File: src/rtl/avl_pkg.sv
// Shared types and constants for the Avalon burst-free read master.
// Holds the controller state encoding and the default bus geometry.
package avl_pkg;

    localparam int DEF_XAW = 32;
    localparam int DEF_XDW = 128;
    localparam int BPW     = DEF_XDW / 8;

    typedef enum logic [1:0] {
        IDLE  = 2'd0,
        ISSUE = 2'd1,
        DRAIN = 2'd2,
        DONE  = 2'd3
    } state_t;

endpackage

File: src/rtl/avl_rd_fifo.sv
// Synchronous show-ahead FIFO buffering read data for the user side.
// The head word is presented combinationally whenever the FIFO is not empty.
module avl_rd_fifo
    import avl_pkg::*;
#(
    parameter int XDW        = avl_pkg::DEF_XDW,
    parameter int FIFO_DEPTH = 32
) (
    input  logic                          clk,
    input  logic                          rst,
    input  logic                          push_i,
    input  logic [XDW-1:0]                push_data,
    input  logic                          pop_i,
    output logic [XDW-1:0]                pop_data,
    output logic                          not_empty,
    output logic [$clog2(FIFO_DEPTH):0]   used
);

    localparam int AW = $clog2(FIFO_DEPTH);

    logic [XDW-1:0] mem_q [FIFO_DEPTH];
    logic [AW:0]    wr_q, wr_d;
    logic [AW:0]    rd_q, rd_d;
    logic           full;
    logic           do_push;
    logic           do_pop;

    assign used      = wr_q - rd_q;
    assign not_empty = (wr_q != rd_q);
    assign full      = (used == (AW+1)'(FIFO_DEPTH));
    assign do_pop    = pop_i & not_empty;
    // A push into a full FIFO is only legal when the head leaves in the same cycle.
    assign do_push   = push_i & (~full | do_pop);
    assign pop_data  = mem_q[rd_q[AW-1:0]];

    always_comb begin
        wr_d = wr_q + (AW+1)'(do_push);
        rd_d = rd_q + (AW+1)'(do_pop);
    end

    always_ff @(posedge clk) begin
        if (!rst) begin
            wr_q <= '0;
            rd_q <= '0;
        end else begin
            wr_q <= wr_d;
            rd_q <= rd_d;
        end
    end

    always_ff @(posedge clk) begin
        if (do_push) begin
            mem_q[wr_q[AW-1:0]] <= push_data;
        end
    end

endmodule

File: src/rtl/avl_read_master.sv
// Avalon-MM read master: issues single-word reads for a byte range into a user FIFO.
// Define AVL_RD_FIXED_LOCATION_EN to let control_fixed_location freeze the address.
module avl_read_master
#(
    parameter int XAW        = avl_pkg::DEF_XAW,
    parameter int XDW        = avl_pkg::DEF_XDW,
    parameter int FIFO_DEPTH = 32
) (
    input  logic               clk,
    input  logic               rst,
    input  logic               control_fixed_location,
    input  logic [XAW-1:0]     control_read_base,
    input  logic [XAW-1:0]     control_read_length,
    input  logic               control_go,
    output logic               control_done,
    input  logic               user_read_buffer,
    output logic [XDW-1:0]     user_buffer_output_data,
    output logic               user_data_available,
    output logic [XAW-1:0]     master_address,
    output logic               master_read,
    output logic [XDW/8-1:0]   master_byteenable,
    input  logic [XDW-1:0]     master_readdata,
    input  logic               master_readdatavalid,
    input  logic               master_waitrequest
);

    import avl_pkg::*;

    localparam int FIFO_AW = $clog2(FIFO_DEPTH);
    localparam int CW      = FIFO_AW + 1;
`ifdef AVL_RD_FIXED_LOCATION_EN
    localparam logic FIXED_EN = 1'b1;
`else
    localparam logic FIXED_EN = 1'b0;
`endif
    localparam logic [XAW-1:0] STEP     = XAW'(XDW / 8);
    localparam logic [XAW-1:0] LEN_MASK = ~(XAW'(XDW / 8) - XAW'(1));
    localparam logic [CW:0]    DEPTH_C  = (CW+1)'(FIFO_DEPTH);

    state_t         state_q, state_d;
    logic [XAW-1:0] addr_q, addr_d;
    logic [XAW-1:0] remain_q, remain_d;
    logic [CW-1:0]  outst_q, outst_d;
    logic           fixed_q, fixed_d;
    logic           read_q, read_d;
    logic           done_q, done_d;

    logic           accept;
    logic           push;
    logic           pop;
    logic [CW-1:0]  fifo_used;
    logic [CW-1:0]  used_next;
    logic [CW:0]    credit;
    logic [XAW-1:0] len_rnd;

    assign accept  = read_q & ~master_waitrequest;
    // Data with nothing outstanding belongs to an aborted transfer and is dropped.
    assign push    = master_readdatavalid & (outst_q != '0);
    assign pop     = user_read_buffer & user_data_available;
    assign len_rnd = control_read_length & LEN_MASK;

    always_comb begin
        state_d   = state_q;
        addr_d    = addr_q;
        remain_d  = remain_q;
        fixed_d   = fixed_q;
        outst_d   = outst_q + CW'(accept) - CW'(push);
        used_next = fifo_used + CW'(push) - CW'(pop);

        if (accept) begin
            remain_d = remain_q - STEP;
            if (!fixed_q) begin
                addr_d = addr_q + STEP;
            end
        end

        case (state_q)
            IDLE: begin
                if (control_go) begin
                    addr_d   = control_read_base;
                    remain_d = len_rnd;
                    fixed_d  = control_fixed_location & FIXED_EN;
                    state_d  = (len_rnd == '0) ? DONE : ISSUE;
                end
            end
            ISSUE: begin
                if (remain_d == '0) begin
                    state_d = DRAIN;
                end
            end
            DRAIN: begin
                if (outst_q == '0) begin
                    state_d = DONE;
                end
            end
            DONE:    state_d = IDLE;
            default: state_d = IDLE;
        endcase

        // Every issued-but-unreturned word reserves a FIFO slot before it is requested.
        credit = {1'b0, outst_d} + {1'b0, used_next};
        read_d = (read_q & master_waitrequest) |
                 ((state_d == ISSUE) && (remain_d != '0) && (credit < DEPTH_C));
        done_d = (state_d == DONE);
    end

    always_ff @(posedge clk) begin
        if (!rst) begin
            state_q  <= IDLE;
            addr_q   <= '0;
            remain_q <= '0;
            outst_q  <= '0;
            fixed_q  <= 1'b0;
            read_q   <= 1'b0;
            done_q   <= 1'b0;
        end else begin
            state_q  <= state_d;
            addr_q   <= addr_d;
            remain_q <= remain_d;
            outst_q  <= outst_d;
            fixed_q  <= fixed_d;
            read_q   <= read_d;
            done_q   <= done_d;
        end
    end

    assign master_address    = addr_q;
    assign master_read       = read_q;
    assign master_byteenable = '1;
    assign control_done      = done_q;

    avl_rd_fifo #(
        .XDW        (XDW),
        .FIFO_DEPTH (FIFO_DEPTH)
    ) u_fifo (
        .clk        (clk),
        .rst        (rst),
        .push_i     (push),
        .push_data  (master_readdata),
        .pop_i      (user_read_buffer),
        .pop_data   (user_buffer_output_data),
        .not_empty  (user_data_available),
        .used       (fifo_used)
    );

endmodule

File: config.mk
export PLATFORM = sky130hd
export DESIGN_NAME = avl_read_master
export DESIGN_NICKNAME = d
export VERILOG_FILES = /design/src/rtl/avl_pkg.sv /design/src/rtl/avl_rd_fifo.sv /design/src/rtl/avl_read_master.sv
export SDC_FILE = /design/constraint.sdc
export NUM_CORES = 2
export LEC_CHECK = 0
export ABC_AREA = 1
export CAP_MARGIN = 20
export CORE_MARGIN = 4
export CORE_UTILIZATION = 44
export CTS_BUF_LIST = sky130_fd_sc_hd__clkbuf_4
export DETAILED_ROUTE_END_ITERATION = 8
export PLACE_DENSITY = 0.66
export SLEW_MARGIN = 15
export SYNTH_ARGS = -nofsm -noshare
export SYNTH_HDL_FRONTEND = slang
export SYNTH_SLANG_ARGS = --single-unit
File: constraint.sdc
create_clock -name clk -period 12.4 [get_ports clk]
set_clock_uncertainty 0.15 [all_clocks]
set_input_delay 2.48 -clock clk [delete_from_list [all_inputs] [get_ports clk]]
set_output_delay 2.48 -clock clk [all_outputs]
set_load 0.02 [all_outputs]
Yosys cells after proc, flatten, opt, wreduce, memory -nomap -nowiden
Memories as Yosys holds them, arrays and structs flattened. A register that Yosys moved wholly into a read port is not among the register bits.
Cells that the tools add are included.
W data, S select, Z words.
- memory bits (writable): 4096
- bits of input ports: 199
- ROM bits: 0
- word-level logic and storage cells: 58
- bits in latches: 0
- memories: 1
- bits in registers: 86
- memories (memory ; depth ; bits a word ; read ports ; clocked after memory_dff ; wr ports ; line ; text):
    u_fifo.mem_q ; 32 ; 128 ; 1 ; 1 ; 1 ; avl_rd_fifo.sv:21 ; logic [XDW-1:0] mem_q [FIFO_DEPTH];
- equality and inequality tests: 7
- bitwise gates (word level): 9
- add/subtract/negate cells: 10
- reduce and logical (&&, ||, !) cells: 8
- shifts and indexed selects: 0
- $lt $le $gt $ge: 1
- multiply operators: 0
- div/mod/pow operators: 0
- multiplexer cells: 14
- operators by type and width (operator ; count):
    $mux W32 ; 6
    $logic_not A32 Y1 ; 2
    $add A32 B5 Y32 const B ; 1
    $reduce_bool A32 Y1 ; 1
    $sub A32 B5 Y32 const B ; 1
    $add A6 B1 Y6 ; 4
    $sub A6 B1 Y6 ; 2
    $mux W2 ; 4
    $pmux W2 S4 ; 1
    $add A6 B6 Y7 ; 1
    $lt A7 B6 Y1 const B ; 1
    $eq A2 B2 Y1 const B ; 3
    $eq A6 B6 Y1 const B ; 1
    $logic_not A6 Y1 ; 1
    $ne A6 B6 Y1 ; 1
    $reduce_bool A6 Y1 ; 1
    $sub A6 B6 Y6 ; 1
    $and A1 B1 Y1 ; 5
    $mux W5 ; 1
    $eq A2 B1 Y1 const B ; 2
    $logic_and A1 B1 Y1 ; 2
    $logic_not A2 Y1 ; 1
    $mux W1 ; 2
    $not A1 Y1 ; 2
    $or A1 B1 Y1 ; 2

Longest topological paths before layout
- depth after elaboration: 10
- depth in mapped cells: 27
- depth with buffers taken out: 23

Cells and area by module
From an unflattened synthesis, not the netlist that was laid out.
- cell total of the unflattened synthesis: 15877
- area, all modules: 173218.6 um2
- modules (own cells, without submodules) (module ; seq. area each (um2) ; instances ; area each (um2) ; cells an instance):
    avl_rd_fifo ; 123238.2 ; 1 ; 167916.0 ; 15060
    avl_read_master ; 1481.4 ; 1 ; 5302.6 ; 817

Least setup slack after synthesis
Ideal clock, no wire load.
- kind: input-to-reg
- from: input master_readdatavalid
- to: memory u_fifo.mem_q[10][0] in the netlist's numbering, enable pin
- arrival: 8.444 ns
- stages on the path: 5
- path buffers: 0
- setup time: 0.617 ns
- slack: 3.189 ns
- path through: inv_1 nor2_1 o21a_1 nand3_1 nor2_1
- cells in the longest elaborated chain, start to end: 4
- ends and longest elaborated chain (what ; line ; text):
    from (decl) ; avl_read_master.sv:23 ; input logic master_readdatavalid,
    $and A1 B1 Y1 ; avl_read_master.sv:58 ; assign push = master_readdatavalid & (outst_q != '0);
    $and A1 B1 Y1 ; avl_rd_fifo.sv:33 ; assign do_push = push_i & (~full | do_pop);
    $mux W1 ; avl_rd_fifo.sv:52 ; if (do_push) begin
    $mux W1 (implied by the code) ; avl_rd_fifo.sv:53 ; mem_q[wr_q[AW-1:0]] <= push_data;
    to (decl) ; avl_rd_fifo.sv:21 ;
No other way between the ends.

==> summary.txt <==
Worst hold path
  • Min-delay worst type: flip-flop to flip-flop

Global routing
  • Vias in the first global route: approximately 100k
  • Pin count of the biggest net entering global routing: approximately 240
  • GRT Overall Usage: 0.245
  • Antenna violations before repair: 55
  • Total gr overflow: 0
  • First-pass GRT wire length: around 690,000 um

Timing
  • RSZ-0062 raised after global routing: no
  • Setup Viol. Count Final: 0
  • Peak Freq: 104 MHz
  • Final setup TNS: 0 ns
  • Final max-slew violation count: 0
  • Tcrit/Tclk final: 0.775
  • Slew @ Worst Pin: 1.33 ns
  • Final min period: slightly below 10 ns
  • Fin. Hold Viols: 0
  • Max_slew headroom: 0.110

Cells and area
  • Fill cell count: 31,613
  • Register area: 0.125 mm^2
  • Layout Nets: between 10,000 and 15,000
  • Final instance area: 0.185 mm^2
  • Synth-to-layout area growth: 13.2%
  • Layout cells sized above 1: 0.142
  • Area occupied by multi-input gates: 0.0350 mm^2

Floorplanning
  • Starting Density: 0.443
  • Die height: 618 um
  • Core ar.: between 0.3 and 0.4 mm^2
  • Top-level I/O count: about 380
  • Row cnt: approximately 220
  • Die ar.: approximately 0.38 mm^2
  • Horiz. Die Dim: approximately 620 um

Pwr
  • Sw frac: 0.305
  • Clock share of power: 0.329
  • Switching pwr: around 11 mW
  • Combinational power share: 0.212
  • Flop pwr share: 0.459
  • P_leak: between 60 and 70 nW
  • Maximum vdd drop: 0.000244 V
  • Pwr dens: 189 mW/mm^2
  • Internal: around 24 mW

Drt
  • Top layer used by detailed routing: met5
  • Vias per inst: 5.88
  • WL per Instance: 25.8 um
  • Wirelength, routed: between 400,000 and 500,000 um
  • DR vias: roughly 110k
  • WL met3: between 40,000 and 50,000 um
  • Metal2 WL: about 230,000 um
  • # DRC: 0
  • Routed Antenna Nets: 0
  • Drt pass-1 iters: 8
  • Initial DRC Count: between 10,000 and 15,000
  • Met1 wire length: between 150,000 and 200,000 um

Critical path
  • Worst endpoint required time: around 10 ns
  • Most used cell, CP: nand2_1
  • Slowest Stage Delay on Critical Path: around 0.95 ns
  • Critical path class: flip-flop to primary output
  • CP endpoint kind: primary output
  • Crit path arrival time: around 7.0 ns
  • Worst r2r src: u_fifo.rd_q[0]$_SDFF_PN0_
  • CP startpoint: u_fifo.rd_q[2]$_SDFF_PN0_
  • Critical-path top delay cell: buf_4
  • FF-to-FF End: u_fifo.mem_q[7][72]$_DFFE_PP_
  • Worst Path Max Fanout: between 80 and 90
  • Setup crit end: user_buffer_output_data[15]
  • Worst reg2reg path depth: 14
  • Worst setup SP type: flip-flop
  • Crit path cell chain: nand2_1 -> inv_8 -> buf_4 -> nand2_1 -> o211ai_1 -> nor2_1 -> a31oi_1 -> clkdlybuf4s50_1
  • R2r setup slk: 5.50 ns

Synthesis
  • Post-synth cell types: 55
  • Most common library cells after synthesis: 4,096 x edfxtp_1, 2,353 x nor2_1, 2,147 x o21ai_0
  • Synth area leader: edfxtp_1
  • Average size of a mapped cell: ~13 um^2
  • Synth top area share: 0.751
  • Post-synth EDFFs: a little over 4,000
  • Cells after Synth: 12,197
  • Post-synthesis sequential area ratio: 0.761
  • Most frequent cell after synthesis: edfxtp_1
  • Share of flip-flops with an asynchronous set or reset: 0
  • Synthesized area: 0.164 mm^2
  • Ys Warns: 0
  • Flops & latches, synth: around 4,200
  • Top post-synthesis cells by area: edfxtp_1 75%, o21ai_0 6.6%, nor2_1 5.4%, o22ai_1 2.5%, o221ai_1 1.9%
  • Ys flop type: edfxtp_1

Clock network
  • Post-CTS setup buffer count: 0
  • Number of CTS-inserted buffers: between 1,000 and 1,500
  • Worst-skew pair later-pin latency: between 1.5 and 2 ns
  • CTS tree: yes
  • Depth of the CTS H-tree: 7
  • Hold_buf cts: 0
  • Clock slew at reported path FFs: ~0.060 ns
  • Max Root-Sink Buffers: 5
  • Post-cts resize count: 0
  • Root Driver: clkbuf_4
  • Num Clock Sinks: around 4,200

Placed design
  • PortBufs: roughly 360
  • HPWL Detailed: 215,000 um
  • Routability cong.: 0.795
  • Post-Place Cell Area: between 0.15 and 0.2 mm^2

Run
  • MaxCap Viol Count: 0

Status
  • Status: finished clean
-- stage by stage --
stage | utilization | power (mW) | hold slack (ns) | setup WS (ns) | instances
4_1_cts | 0.500 | 35.2 | 0.315 | 2.68 | 18597
3_5_place_dp | 0.465 | 23.7 | 0.305 | 4.47 | 16807
6_report | 0.501 | 35.0 | 0.310 | 2.79 | 18643
5_1_grt | 0.501 | 36.8 | 0.345 | 2.46 | 18629
2_1_floorplan | - | 21.1 | 0.285 | 3.19 | 12212
3_3_place_gp | 0.465 | 23.6 | 0.297 | 4.49 | 16803
-- sequential cells by signal (all words and copies together), names as in the netlist --
name            count
control_done        1
master_address     32
u_fifo.mem_q     4096
u_fifo.rd_q         6
master_read         1
state_q             2
remain_q           32
outst_q             6
u_fifo.wr_q         6
-- final cells by class --
class | count | area share
multi-input combinational | 6974 | 0.189
tap | 4950 | 0.0334
inverter | 167 | 0.00362
clock buffer | 1589 | 0.0643
clock inverter | 201 | 0.00626
antenna | 33 | 0.000445
sequential | 4182 | 0.673
timing repair buffer | 547 | 0.0304
-- placed cells by master, fill, tap and decap left out, types with 136 or more instances in the layout --
master / count
edfxtp_1: 4096
nor2_1: 2320
o21ai_0: 2147
clkbuf_4: 1589
o22ai_1: 642
nand2_1: 587
o221ai_1: 362
clkdlybuf4s50_1: 355
nand3_1: 251
inv_1: 151
clkinv_1: 145
buf_4: 136
-- cells by family after synthesis --
logic type	Yosys count	synth area share
mux	1	0.0000611
compound gates	3567	0.126
simple gates	3317	0.0805
xor+xnor	38	0.00203
other cells	1	0.0000229
flops	4182	0.761
fa+ha+maj	35	0.00281
buf+inv	1056	0.0270
-- how the worst min path moves through the flow --
stage | cells after the start | slack [ns] | startpoint | endpoint
2_1_floorplan | 2 | 0.29 | remain_q[3]$_SDFF_PN0_ | remain_q[3]$_SDFF_PN0_
3_3_place_gp | 2 | 0.30 | remain_q[3]$_SDFF_PN0_ | remain_q[3]$_SDFF_PN0_
3_5_place_dp | 2 | 0.31 | remain_q[2]$_SDFF_PN0_ | remain_q[2]$_SDFF_PN0_
4_1_cts | 2 | 0.31 | remain_q[2]$_SDFF_PN0_ | remain_q[2]$_SDFF_PN0_
5_1_grt | 2 | 0.34 | remain_q[0]$_SDFF_PN0_ | remain_q[0]$_SDFF_PN0_
6_report | 2 | 0.31 | remain_q[2]$_SDFF_PN0_ | remain_q[2]$_SDFF_PN0_
-- per-layer routing --
layer	GRT usage	vias to the layer above
li1	-	48121
met1	0.321	54366
met2	0.393	6091
met3	0.0582	947
met4	0.101	24
met5	0	-
-- power groups by stage --
stage	Combinational (mW)	Sequential [mW]	Clock [mW]
2_1_floorplan	4.69	16.4	0
3_3_place_gp	7.28	16.3	0
3_5_place_dp	7.37	16.3	0
4_1_cts	7.40	16.0	11.7
5_1_grt	8.12	16.1	12.6
6_report	7.43	16.0	11.5
-- worst max-delay path, delay by kind of cell (launching register included) --
| kind | cells | cell delay [ns] |
|---|---|---|
| buf+inv | 3 | 2.64 |
| compound gates | 2 | 0.89 |
| simple gates | 3 | 0.97 |
| flops | 1 | 0.74 |
Note: power is estimated with default switching activity, not from simulation.
